--- src/rtl/imem_rsp32_if.sv ---
// -----------------------------------------------------------------------------
// imem_rsp32_if
//   Instruction-fetch request/response bus between the pre-fetch unit (master)
//   and the instruction memory responder (slave).
//
//   Request channel  : ireqvalid (M->S), ireqready (S->M), ireqhpl, ireqaddr
//   Response channel : irspvalid (S->M), irspready (M->S), irsprerr, irspdata
//
//   A request transfers on a cycle where ireqvalid & ireqready are both high;
//   a response transfers on a cycle where irspvalid & irspready are both high.
// -----------------------------------------------------------------------------
interface imem_rsp32_if;
    logic        ireqready;
    logic        ireqvalid;
    logic [1:0]  ireqhpl;
    logic [31:0] ireqaddr;
    logic        irspready;
    logic        irspvalid;
    logic        irsprerr;
    logic [31:0] irspdata;

    modport master (
        input  ireqready,
        output ireqvalid,
        output ireqhpl,
        output ireqaddr,
        output irspready,
        input  irspvalid,
        input  irsprerr,
        input  irspdata
    );

    modport slave (
        output ireqready,
        input  ireqvalid,
        input  ireqhpl,
        input  ireqaddr,
        input  irspready,
        output irspvalid,
        output irsprerr,
        output irspdata
    );
endinterface : imem_rsp32_if

--- src/rtl/imem_rsp32.sv ---
// -----------------------------------------------------------------------------
// imem_rsp32
//   Instruction-bus responder between the pre-fetch unit and a single-port
//   synchronous instruction RAM/ROM. Requests are decoded for range and
//   privilege errors, read from the RAM, carried through a fixed-latency
//   pipeline and returned in order through a fall-through response buffer.
//   A credit counter bounds the number of outstanding requests so the buffer
//   can never overflow and the pipeline never has to stall.
//
// Ports
//   clk_i        in   clock
//   reset_i      in   asynchronous reset, active-high
//   clk_en_i     in   clock enable; all state holds while low
//   ibus         slave request/response bus (see imem_rsp32_if)
//   mem_en_o     out  RAM read enable
//   mem_addr_o   out  RAM word address (C_SIZE_X-2 bits)
//   mem_rdata_i  in   RAM read data, valid the cycle after mem_en_o
//
// Parameters
//   C_LATENCY      accept->response latency in enabled cycles (>= 1)
//   C_RSP_DEPTH_X  log2 of credits / response buffer depth (>= 1)
//   C_BASE_ADDR    byte base of the region, aligned to 2**C_SIZE_X
//   C_SIZE_X       log2 of region size in bytes (3..31)
//   C_PRIV_SIZE    bytes at region bottom reserved to non-user privilege
// -----------------------------------------------------------------------------
module imem_rsp32 #(
    parameter int unsigned C_LATENCY     = 1,
    parameter int unsigned C_RSP_DEPTH_X = 2,
    parameter logic [31:0] C_BASE_ADDR   = 32'h0,
    parameter int unsigned C_SIZE_X      = 14,
    parameter logic [31:0] C_PRIV_SIZE   = 32'h0
) (
    input  logic                clk_i,
    input  logic                reset_i,
    input  logic                clk_en_i,
    imem_rsp32_if.slave         ibus,
    output logic                mem_en_o,
    output logic [C_SIZE_X-3:0] mem_addr_o,
    input  logic [31:0]         mem_rdata_i
);

    localparam int unsigned    DEPTH      = 1 << C_RSP_DEPTH_X;
    localparam int unsigned    PW         = C_RSP_DEPTH_X;
    localparam int unsigned    CW         = C_RSP_DEPTH_X + 1;
    localparam logic [CW-1:0]  CNT_FULL   = CW'(DEPTH);
    localparam logic [CW-1:0]  CNT_ONE    = CW'(1);
    localparam logic [PW-1:0]  PTR_ONE    = PW'(1);
    localparam logic [31:0]    REGION_TAG = C_BASE_ADDR >> C_SIZE_X;

    typedef struct packed {
        logic        err;
        logic [31:0] data;
    } rsp_t;

    // -------------------------------------------------------------------------
    // Request decode
    // -------------------------------------------------------------------------
    logic [31:0] word_addr;
    logic [31:0] offset;
    logic        in_range;
    logic        priv_err;
    logic        req_err;
    logic        req_ready;
    logic        accept;
    logic        pop;

    // Address bits [1:0] are ignored: fetches are always whole words.
    assign word_addr = ibus.ireqaddr & 32'hFFFF_FFFC;
    assign offset    = word_addr - C_BASE_ADDR;

    // The region is size-aligned, so membership is a compare of the upper bits.
    assign in_range  = (word_addr >> C_SIZE_X) == REGION_TAG;
    assign priv_err  = (ibus.ireqhpl == 2'b00) && (offset < C_PRIV_SIZE);
    assign req_err   = ~in_range | priv_err;

    // -------------------------------------------------------------------------
    // Credit counter: requests accepted and not yet popped
    // -------------------------------------------------------------------------
    logic [CW-1:0] count_q, count_d;

    // Ready is a pure decode of registered state, so there is no combinational
    // path from ireqvalid or irspready back to ireqready.
    assign req_ready      = (count_q != CNT_FULL);
    assign ibus.ireqready = req_ready;
    assign accept         = clk_en_i & ibus.ireqvalid & req_ready;

    // Erroneous requests never touch the RAM.
    assign mem_en_o   = accept & ~req_err;
    assign mem_addr_o = ibus.ireqaddr[C_SIZE_X-1:2];

    // -------------------------------------------------------------------------
    // Fixed-latency pipeline. Stage 1 data is the RAM output itself; later
    // stages register it. The pipeline only advances on enabled cycles and
    // never stalls for back-pressure: credits guarantee buffer room.
    // -------------------------------------------------------------------------
    logic [C_LATENCY-1:0]       stg_vld_q;
    logic [C_LATENCY-1:0]       stg_err_q;
    logic [C_LATENCY-1:0][31:0] stg_data;

    always_ff @(posedge clk_i or posedge reset_i) begin
        // NOTE: registers take non-blocking assignments so each stage samples
        // the value its neighbour held before the edge.
        if (reset_i) begin
            stg_vld_q <= '0;
            stg_err_q <= '0;
        end else if (clk_en_i) begin
            stg_vld_q[0] <= accept;
            stg_err_q[0] <= req_err;
            for (int unsigned k = 1; k < C_LATENCY; k++) begin
                stg_vld_q[k] <= stg_vld_q[k-1];
                stg_err_q[k] <= stg_err_q[k-1];
            end
        end
    end

    // An error entry carries all-zero data; the RAM output is ignored for it.
    assign stg_data[0] = stg_err_q[0] ? 32'h0 : mem_rdata_i;

    for (genvar g = 1; g < C_LATENCY; g++) begin : g_stage
        logic [31:0] data_q;

        always_ff @(posedge clk_i or posedge reset_i) begin
            if (reset_i) begin
                data_q <= '0;
            end else if (clk_en_i) begin
                data_q <= stg_data[g-1];
            end
        end

        assign stg_data[g] = data_q;
    end

    rsp_t last_rsp;
    logic last_vld;

    assign last_vld      = stg_vld_q[C_LATENCY-1];
    assign last_rsp.err  = stg_err_q[C_LATENCY-1];
    assign last_rsp.data = stg_data[C_LATENCY-1];

    // -------------------------------------------------------------------------
    // Response buffer: circular FIFO with fall-through when empty
    // -------------------------------------------------------------------------
    rsp_t          fifo_q [DEPTH];
    logic [PW-1:0] wr_ptr_q, wr_ptr_d;
    logic [PW-1:0] rd_ptr_q, rd_ptr_d;
    logic [CW-1:0] fill_q, fill_d;
    logic          fifo_empty;
    logic          fifo_wr;
    logic          fifo_rd;
    logic          bypass;
    logic          rsp_vld;
    rsp_t          head;

    assign fifo_empty = (fill_q == '0);

    // Anything older always sits in the FIFO, so when it is empty the
    // pipeline output is the oldest response and is presented directly.
    assign rsp_vld = ~fifo_empty | last_vld;
    assign head    = fifo_empty ? last_rsp : fifo_q[rd_ptr_q];
    assign pop     = clk_en_i & rsp_vld & ibus.irspready;

    // A pipeline entry popped straight from the bypass never enters the FIFO;
    // every other entry leaving the pipeline is stored, which is what keeps
    // the presented response stable while the requester stalls.
    assign bypass  = fifo_empty & pop;
    assign fifo_wr = clk_en_i & last_vld & ~bypass;
    assign fifo_rd = pop & ~fifo_empty;

    assign ibus.irspvalid = rsp_vld;
    assign ibus.irsprerr  = rsp_vld & head.err;
    assign ibus.irspdata  = rsp_vld ? head.data : 32'h0;

    // NOTE: the storage array has no reset; pointers and fill count alone say
    // which entries are meaningful, and the output is masked when invalid.
    always_ff @(posedge clk_i) begin
        if (fifo_wr) begin
            fifo_q[wr_ptr_q] <= last_rsp;
        end
    end

    // -------------------------------------------------------------------------
    // Next-state for credits, fill level and pointers
    // -------------------------------------------------------------------------
    always_comb begin
        // NOTE: every target gets a default first, so no path can infer a latch.
        count_d  = count_q;
        fill_d   = fill_q;
        wr_ptr_d = wr_ptr_q;
        rd_ptr_d = rd_ptr_q;

        unique case ({accept, pop})
            2'b10:   count_d = count_q + CNT_ONE;
            2'b01:   count_d = count_q - CNT_ONE;
            default: ;
        endcase

        unique case ({fifo_wr, fifo_rd})
            2'b10:   fill_d = fill_q + CNT_ONE;
            2'b01:   fill_d = fill_q - CNT_ONE;
            default: ;
        endcase

        // Pointers are exactly PW bits wide, so they wrap modulo the depth.
        if (fifo_wr) begin
            wr_ptr_d = wr_ptr_q + PTR_ONE;
        end
        if (fifo_rd) begin
            rd_ptr_d = rd_ptr_q + PTR_ONE;
        end
    end

    always_ff @(posedge clk_i or posedge reset_i) begin
        if (reset_i) begin
            count_q  <= '0;
            fill_q   <= '0;
            wr_ptr_q <= '0;
            rd_ptr_q <= '0;
        end else begin
            count_q  <= count_d;
            fill_q   <= fill_d;
            wr_ptr_q <= wr_ptr_d;
            rd_ptr_q <= rd_ptr_d;
        end
    end

endmodule : imem_rsp32

--- src/flat_wrapper.sv ---
// flat-port wrapper written by rule: the top's interface ports become plain ports
module imem_rsp32_flat 
#(
    parameter int unsigned C_LATENCY     = 1,
    parameter int unsigned C_RSP_DEPTH_X = 2,
    parameter logic [31:0] C_BASE_ADDR   = 32'h0,
    parameter int unsigned C_SIZE_X      = 14,
    parameter logic [31:0] C_PRIV_SIZE   = 32'h0
)
  (clk_i, reset_i, clk_en_i, mem_en_o, mem_addr_o, mem_rdata_i, ibus_ireqready, ibus_ireqvalid, ibus_ireqhpl, ibus_ireqaddr, ibus_irspready, ibus_irspvalid, ibus_irsprerr, ibus_irspdata);
  imem_rsp32_if ibus_i ();
  input  logic clk_i;
  input  logic reset_i;
  input  logic clk_en_i;
  output logic mem_en_o;
  output logic [C_SIZE_X-3:0] mem_addr_o;
  input  logic [31:0] mem_rdata_i;
  output wire logic [$bits(ibus_i.ireqready)-1:0] ibus_ireqready;
  input wire logic [$bits(ibus_i.ireqvalid)-1:0] ibus_ireqvalid;
  input wire logic [$bits(ibus_i.ireqhpl)-1:0] ibus_ireqhpl;
  input wire logic [$bits(ibus_i.ireqaddr)-1:0] ibus_ireqaddr;
  input wire logic [$bits(ibus_i.irspready)-1:0] ibus_irspready;
  output wire logic [$bits(ibus_i.irspvalid)-1:0] ibus_irspvalid;
  output wire logic [$bits(ibus_i.irsprerr)-1:0] ibus_irsprerr;
  output wire logic [$bits(ibus_i.irspdata)-1:0] ibus_irspdata;
  assign ibus_ireqready = ibus_i.ireqready;
  assign ibus_i.ireqvalid = ibus_ireqvalid;
  assign ibus_i.ireqhpl = ibus_ireqhpl;
  assign ibus_i.ireqaddr = ibus_ireqaddr;
  assign ibus_i.irspready = ibus_irspready;
  assign ibus_irspvalid = ibus_i.irspvalid;
  assign ibus_irsprerr = ibus_i.irsprerr;
  assign ibus_irspdata = ibus_i.irspdata;
  imem_rsp32 #(.C_LATENCY(C_LATENCY), .C_RSP_DEPTH_X(C_RSP_DEPTH_X), .C_BASE_ADDR(C_BASE_ADDR), .C_SIZE_X(C_SIZE_X), .C_PRIV_SIZE(C_PRIV_SIZE)) u_core (.clk_i(clk_i), .reset_i(reset_i), .clk_en_i(clk_en_i), .ibus(ibus_i), .mem_en_o(mem_en_o), .mem_addr_o(mem_addr_o), .mem_rdata_i(mem_rdata_i));
endmodule
--- config.mk ---
export PLATFORM = sky130hd
export DESIGN_NAME = imem_rsp32_flat
export DESIGN_NICKNAME = d
export VERILOG_FILES = /design/src/rtl/imem_rsp32_if.sv /design/src/rtl/imem_rsp32.sv /design/src/flat_wrapper.sv
export SDC_FILE = /design/constraint.sdc
export NUM_CORES = 1
export LEC_CHECK = 0
export CAP_MARGIN = 20
export CORE_ASPECT_RATIO = 0.5
export CORE_UTILIZATION = 33
export CTS_BUF_LIST = sky130_fd_sc_hd__clkbuf_4
export DETAILED_ROUTE_END_ITERATION = 10
export PLACE_DENSITY = 0.66
export SETUP_SLACK_MARGIN = 0.4
export SLEW_MARGIN = 20
export SYNTH_ARGS = -nofsm -noshare
export SYNTH_HDL_FRONTEND = slang
export SYNTH_SLANG_ARGS = --single-unit
--- constraint.sdc ---
create_clock -name clk_i -period 2.8 [get_ports clk_i]
set_clock_uncertainty 0.15 [all_clocks]
set_input_delay 0.56 -clock clk_i [delete_from_list [all_inputs] [get_ports clk_i]]
set_output_delay 0.56 -clock clk_i [all_outputs]
set_load 0.1 [all_outputs]
==> Word-level counts from Yosys, hierarchy flattened <==
Memory sizes are Yosys's and may differ from the RTL's.
Cells that the tools add are included.
{ "word_totals": {"register_bits": 12, "mem_bits_rw": 132, "output_inout_bits": 48, "mem_count": 1} }
{ "memory_table": {"columns": ["name", "depth", "word_bits", "read_ports", "rd_clocked_by_memory_dff", "write_ports", "line_no", "rtl"], "rows": [
  ["u_core.fifo_q", 4, 33, 1, 0, 1, "imem_rsp32.sv:143", "rsp_t fifo_q [DEPTH];"]
]} }
{ "op_classes": {"add_sub_neg": 6, "order_cmp": 1, "n_eq_ne": 5, "mux": 7, "n_bitwise": 16, "n_reduce_logical": 6} }
{ "ops": {"columns": ["operator", "count"], "rows": [
  ["$mux 32", 2],
  ["$mux 33", 1],
  ["$logic_not 32->1", 1],
  ["$lt 32x1->1 const B", 1],
  ["$pmux 3 s2", 2],
  ["$and 1x1->1", 10],
  ["$add 3x1->3 const B", 2],
  ["$sub 3x1->3 const B", 2],
  ["$add 2x1->2 const B", 2],
  ["$eq 2x1->1 const B", 2],
  ["$eq 2x2->1 const B", 2],
  ["$not 1->1", 4],
  ["$reduce_bool 2->1", 2],
  ["$logic_not 3->1", 1],
  ["$ne 3x3->1 const B", 1],
  ["$logic_not 2->1", 1],
  ["$mux 1", 2],
  ["$or 1x1->1", 2],
  ["$logic_and 1x1->1", 1]
]} }

==> Longest topological paths before layout <==
{ "logic_depth": {"depth_word": 10, "mapped_depth": 10} }

==> Worst setup path after synthesis <==
No wires, ideal clock.
{ "synth_timing": {"path_kind": "reg-to-output", "start": "register u_core.count_q[2]", "end": "output port mem_en_o", "arrival_ns": 3.135, "slack_ns": -1.045, "path_stages_with_launch": 4, "n_path_buf": 0, "cell_sequence": "dfrtp_1 > or3b_2 > nand2_1 > nor3_1"} }
{ "synth_via": {"elab_chain_len": 3} }
{ "synth_rtl": {"columns": ["item", "line_no", "rtl"], "rows": [
  ["start: declaration", "imem_rsp32.sv:79", "logic [CW-1:0] count_q, count_d;"],
  ["start signal: assignment", "imem_rsp32.sv:219", "count_q <= count_d;"],
  ["$ne 3x3->1", "imem_rsp32.sv:83", "assign req_ready = (count_q != CNT_FULL);"],
  ["net ibus_ireqready", "flat_wrapper.sv:18", "output wire logic [$bits(ibus_i.ireqready)-1:0] ibus_ireqready;"],
  ["$and 1x1->1", "imem_rsp32.sv:85", "assign accept = clk_en_i & ibus.ireqvalid & req_ready;"],
  ["$and 1x1->1", "imem_rsp32.sv:88", "assign mem_en_o = accept & ~req_err;"],
  ["end: declaration", "flat_wrapper.sv:15", "output logic mem_en_o;"]
]} }
The timed path passes the listed nets, and every way through them passes these cells.

==> Final worst setup path <==
{ "layout_timing": {"start": "register u_core.rd_ptr_q[0]", "end": "output port ibus_irspdata[6]"} }
{ "layout_via": {"elab_chain_len": 3} }
{ "layout_rtl": {"columns": ["item", "line_no", "rtl"], "rows": [
  ["start: declaration", "imem_rsp32.sv:145", "logic [PW-1:0] rd_ptr_q, rd_ptr_d;"],
  ["start signal: assignment", "imem_rsp32.sv:222", "rd_ptr_q <= rd_ptr_d;"],
  ["$mem_v2 4x33", null, null],
  ["$mux 33", "imem_rsp32.sv:159", "assign head = fifo_empty ? last_rsp : fifo_q[rd_ptr_q];"],
  ["$mux 32", "imem_rsp32.sv:171", "assign ibus.irspdata = rsp_vld ? head.data : 32'h0;"],
  ["end: declaration", "flat_wrapper.sv:25", "output wire logic [$bits(ibus_i.irspdata)-1:0] ibus_irspdata;"]
]} }
Every way passes these cells.

==> impl_metrics.tcl <==
set metrics [dict create \
    synth_top_area_share_pct 62.82 \
    rr_worst_depth 12 \
    required_ps 2090 \
    fin_ws_ps 16.35 \
    vias 3615 \
    synth-edff-count 132 \
    die_area_um2 19710 \
    yosys-top-cells-area "edfxtp_1 (63%), mux4_2 (11%), dfrtp_1 (4.8%)" \
    yosysSeqAreaShare_pct 67.58 \
    cap_violations 0 \
    critPathCaptureType "output pin" \
    post-route-min-period_ps 2784 \
    dpl_worst_slack_ps 32.73 \
    synth_cells 400 \
    tns_ps 0 \
    syn_area_um2 6310 \
    grt_max_degree 39 \
    wl_per_cell_um 16.94 \
    n_fill_cell 1628 \
    viasPerCell 4.659 \
    num_rows 35 \
    use_met3_pct 3.562 \
    pin_count 119 \
    finalCritPeriodShare_pct 99.42 \
    fp.coreArea_um2 18570 \
    cts_tree "done" \
    cts_buffer_depth 2 \
    rsz0062_at_grt "true" \
    first_iter_violations 163 \
    synthDistinctLibCells 33 \
    grt_pass1_vias 3756 \
    netlist_top_cells_count "edfxtp_1 (132), nand2_1 (70), nand3_1 (35), nor2b_1 (32), mux4_2 (31)" \
    synth_area_leader_cell "edfxtp_1" \
    rrSetupSlack_ps 540 \
    antenna_found_initial 0 \
    die_y_um 99.78 \
    start_kind "register" \
    setup_viol_count_final 0 \
    worst_pin_slew_ps 478.2 \
    dieWidth_um 197.6 \
    cts.sinks 144 \
    ant_nets 0 \
    gp_congestion 0.6754 \
    cp_max_fo 5 \
    use_met2_pct 23.32 \
    stdcell_count 776 \
    firstDrtPassIters 4 \
    grt_overflow 0 \
    synth_nets 479 \
    drive_gt1_share_pct 40.43 \
    layout.nets 584 \
    hold_class "input pin to async pin" \
    r2r-end "u_core.count_q[2]" \
    r2r_start "u_core.fill_q[0]" \
    grt_use_met1_pct 17.14 \
    arrival_ps 2070 \
    avgSynthCellArea_um2 15.77 \
    relSlewSlack_pct 68.09 \
    clockRootBuffer "clkbuf_4" \
    fmax_mhz 359.2 \
    syn2layout_area_growth_pct 35.53 \
    hold_violations 0 \
    synth.ff_latch_count 144 \
    drc 0 \
    status "finished, final reports clean" \
    yosysMostFrequentCell "edfxtp_1" \
    cts_buffers 17 \
    final_max_slew_viol_count 0 \
    clk_pin_slew_worst_paths_ps 120 \
    critPathKind "register to output pin" \
    n_antenna_cell 0 \
    clkLatencyLatePin_ps 510 \
    wirelength_mm 13.15 \
    htree_num_levels 4 \
    io_buffers 90 \
    hpwlAfterDp_mm 7.796 \
    grt_pass1_wl_mm 20.12 \
    gr-max-usage-layer "met2" \
    ys_warn_count 0 \
    synth-main-ff-cell "edfxtp_1" \
    multiInputGateArea_um2 2018 \
    numPlacedInstances 734 \
    seq_area_um2 4267 \
    start_util_pct 33.98 \
    grtUsageTotal_pct 13.66 \
    synthArstFlopShare_pct 8.333 \
]
-- metrics by stage --
step | util (%) | hold WS [ps] | instance area (um2)
2_1_floorplan | - | 274.7 | 6420
3_3_place_gp | 43.01 | 302.8 | 7986
3_5_place_dp | 43.01 | 305.3 | 7986
4_1_cts | 45.02 | 166.4 | 8359
5_1_grt | 46.06 | 210.2 | 8552
6_report | 46.06 | 203.7 | 8552
-- routing by layer --
metal	share of wire, %	up-vias	routed length, um
met5	0	-	0
met4	1.2	0	154
met3	5.1	10	675
met2	50	80	6591
met1	44	1836	5726
li1	-	1689	-
-- state kept, by name, summed over array words and instances, names as in the netlist --
signal,count
u_core.count_q,3
u_core.wr_ptr_q,2
u_core.fifo_q,132
u_core.last_vld,1
u_core.fill_q,3
u_core.rd_ptr_q,2
u_core.stg_err_q,1
-- logic make-up after synthesis --
kind of cell               Yosys count  share of synthesized area (%)
and+or+nand+nor                    155                          12.10
DFF                                144                          67.58
buffers and inverters               45                          4.501
muxes                               36                          12.39
xor gates and xnor gates             9                          1.249
adders and majority gates            8                          1.824
AOI/OAI and AO/OA                    3                         0.3569
-- cell type report --
| class | count | area share [%] |
|---|---|---|
| sequential | 144 | 49.89 |
| tap | 259 | 3.789 |
| timing repair buffer | 120 | 19.12 |
| multi-input combinational | 211 | 23.60 |
| clock inverter | 13 | 1.536 |
| inverter | 11 | 0.4828 |
| clock buffer | 18 | 1.580 |
-- cell usage in the layout, fill, tap and decap left out, types with 2 or more instances in the layout --
master	instances
and2_2	4
and3_4	2
buf_12	44
buf_4	15
buf_6	2
buf_8	3
clkbuf_4	18
clkdlybuf4s15_1	2
clkdlybuf4s50_1	37
clkinvlp_4	5
dfrtp_1	10
dfrtp_2	2
dlygate4sd2_1	15
edfxtp_1	132
ha_1	5
inv_1	10
inv_6	5
mux2i_1	2
mux4_2	33
nand2_1	13
nand2_2	52
nand2_4	5
nand3_1	34
nor2_1	2
nor2b_1	32
nor3_4	2
nor4_2	2
xnor2_1	4
xor2_1	5
-- critical path, cell delays in order, from the launching register on --
cell	delay (ps)
dfrtp_2	460
buf_12	140
clkbuf_16	150
mux4_2	500
nand2_2	90
nand2_2	60
buf_12	160
-- timing repair --
action,in CTS,in global routing
pin swaps,10,16
hold buffers,0,0
setup endpoints to repair,35,36
cloned,1,1
setup buffers,3,6
gates resized for setup,41,33
-- how the worst max path moves through the flow --
| stage | from | end | slack (ps) | depth (start not counted) |
|---|---|---|---|---|
| after CTS | u_core.rd_ptr_q[0] | ibus_irspdata[20] | -40 | 6 |
| after global placement | clk_en_i | u_core.fill_q[2] | 60 | 9 |
| after global routing | u_core.rd_ptr_q[0] | ibus_irspdata[3] | -80 | 6 |
| after detailed placement | clk_en_i | u_core.fill_q[2] | 30 | 9 |
| after floorplan | ibus_ireqaddr[17] | mem_en_o | 310 | 3 |
| final | u_core.rd_ptr_q[0] | ibus_irspdata[6] | 20 | 6 |
Power is left out: the tool's default activity adds up to more than one toggle a clock period on the data nets, which glitch-free logic cannot reach.
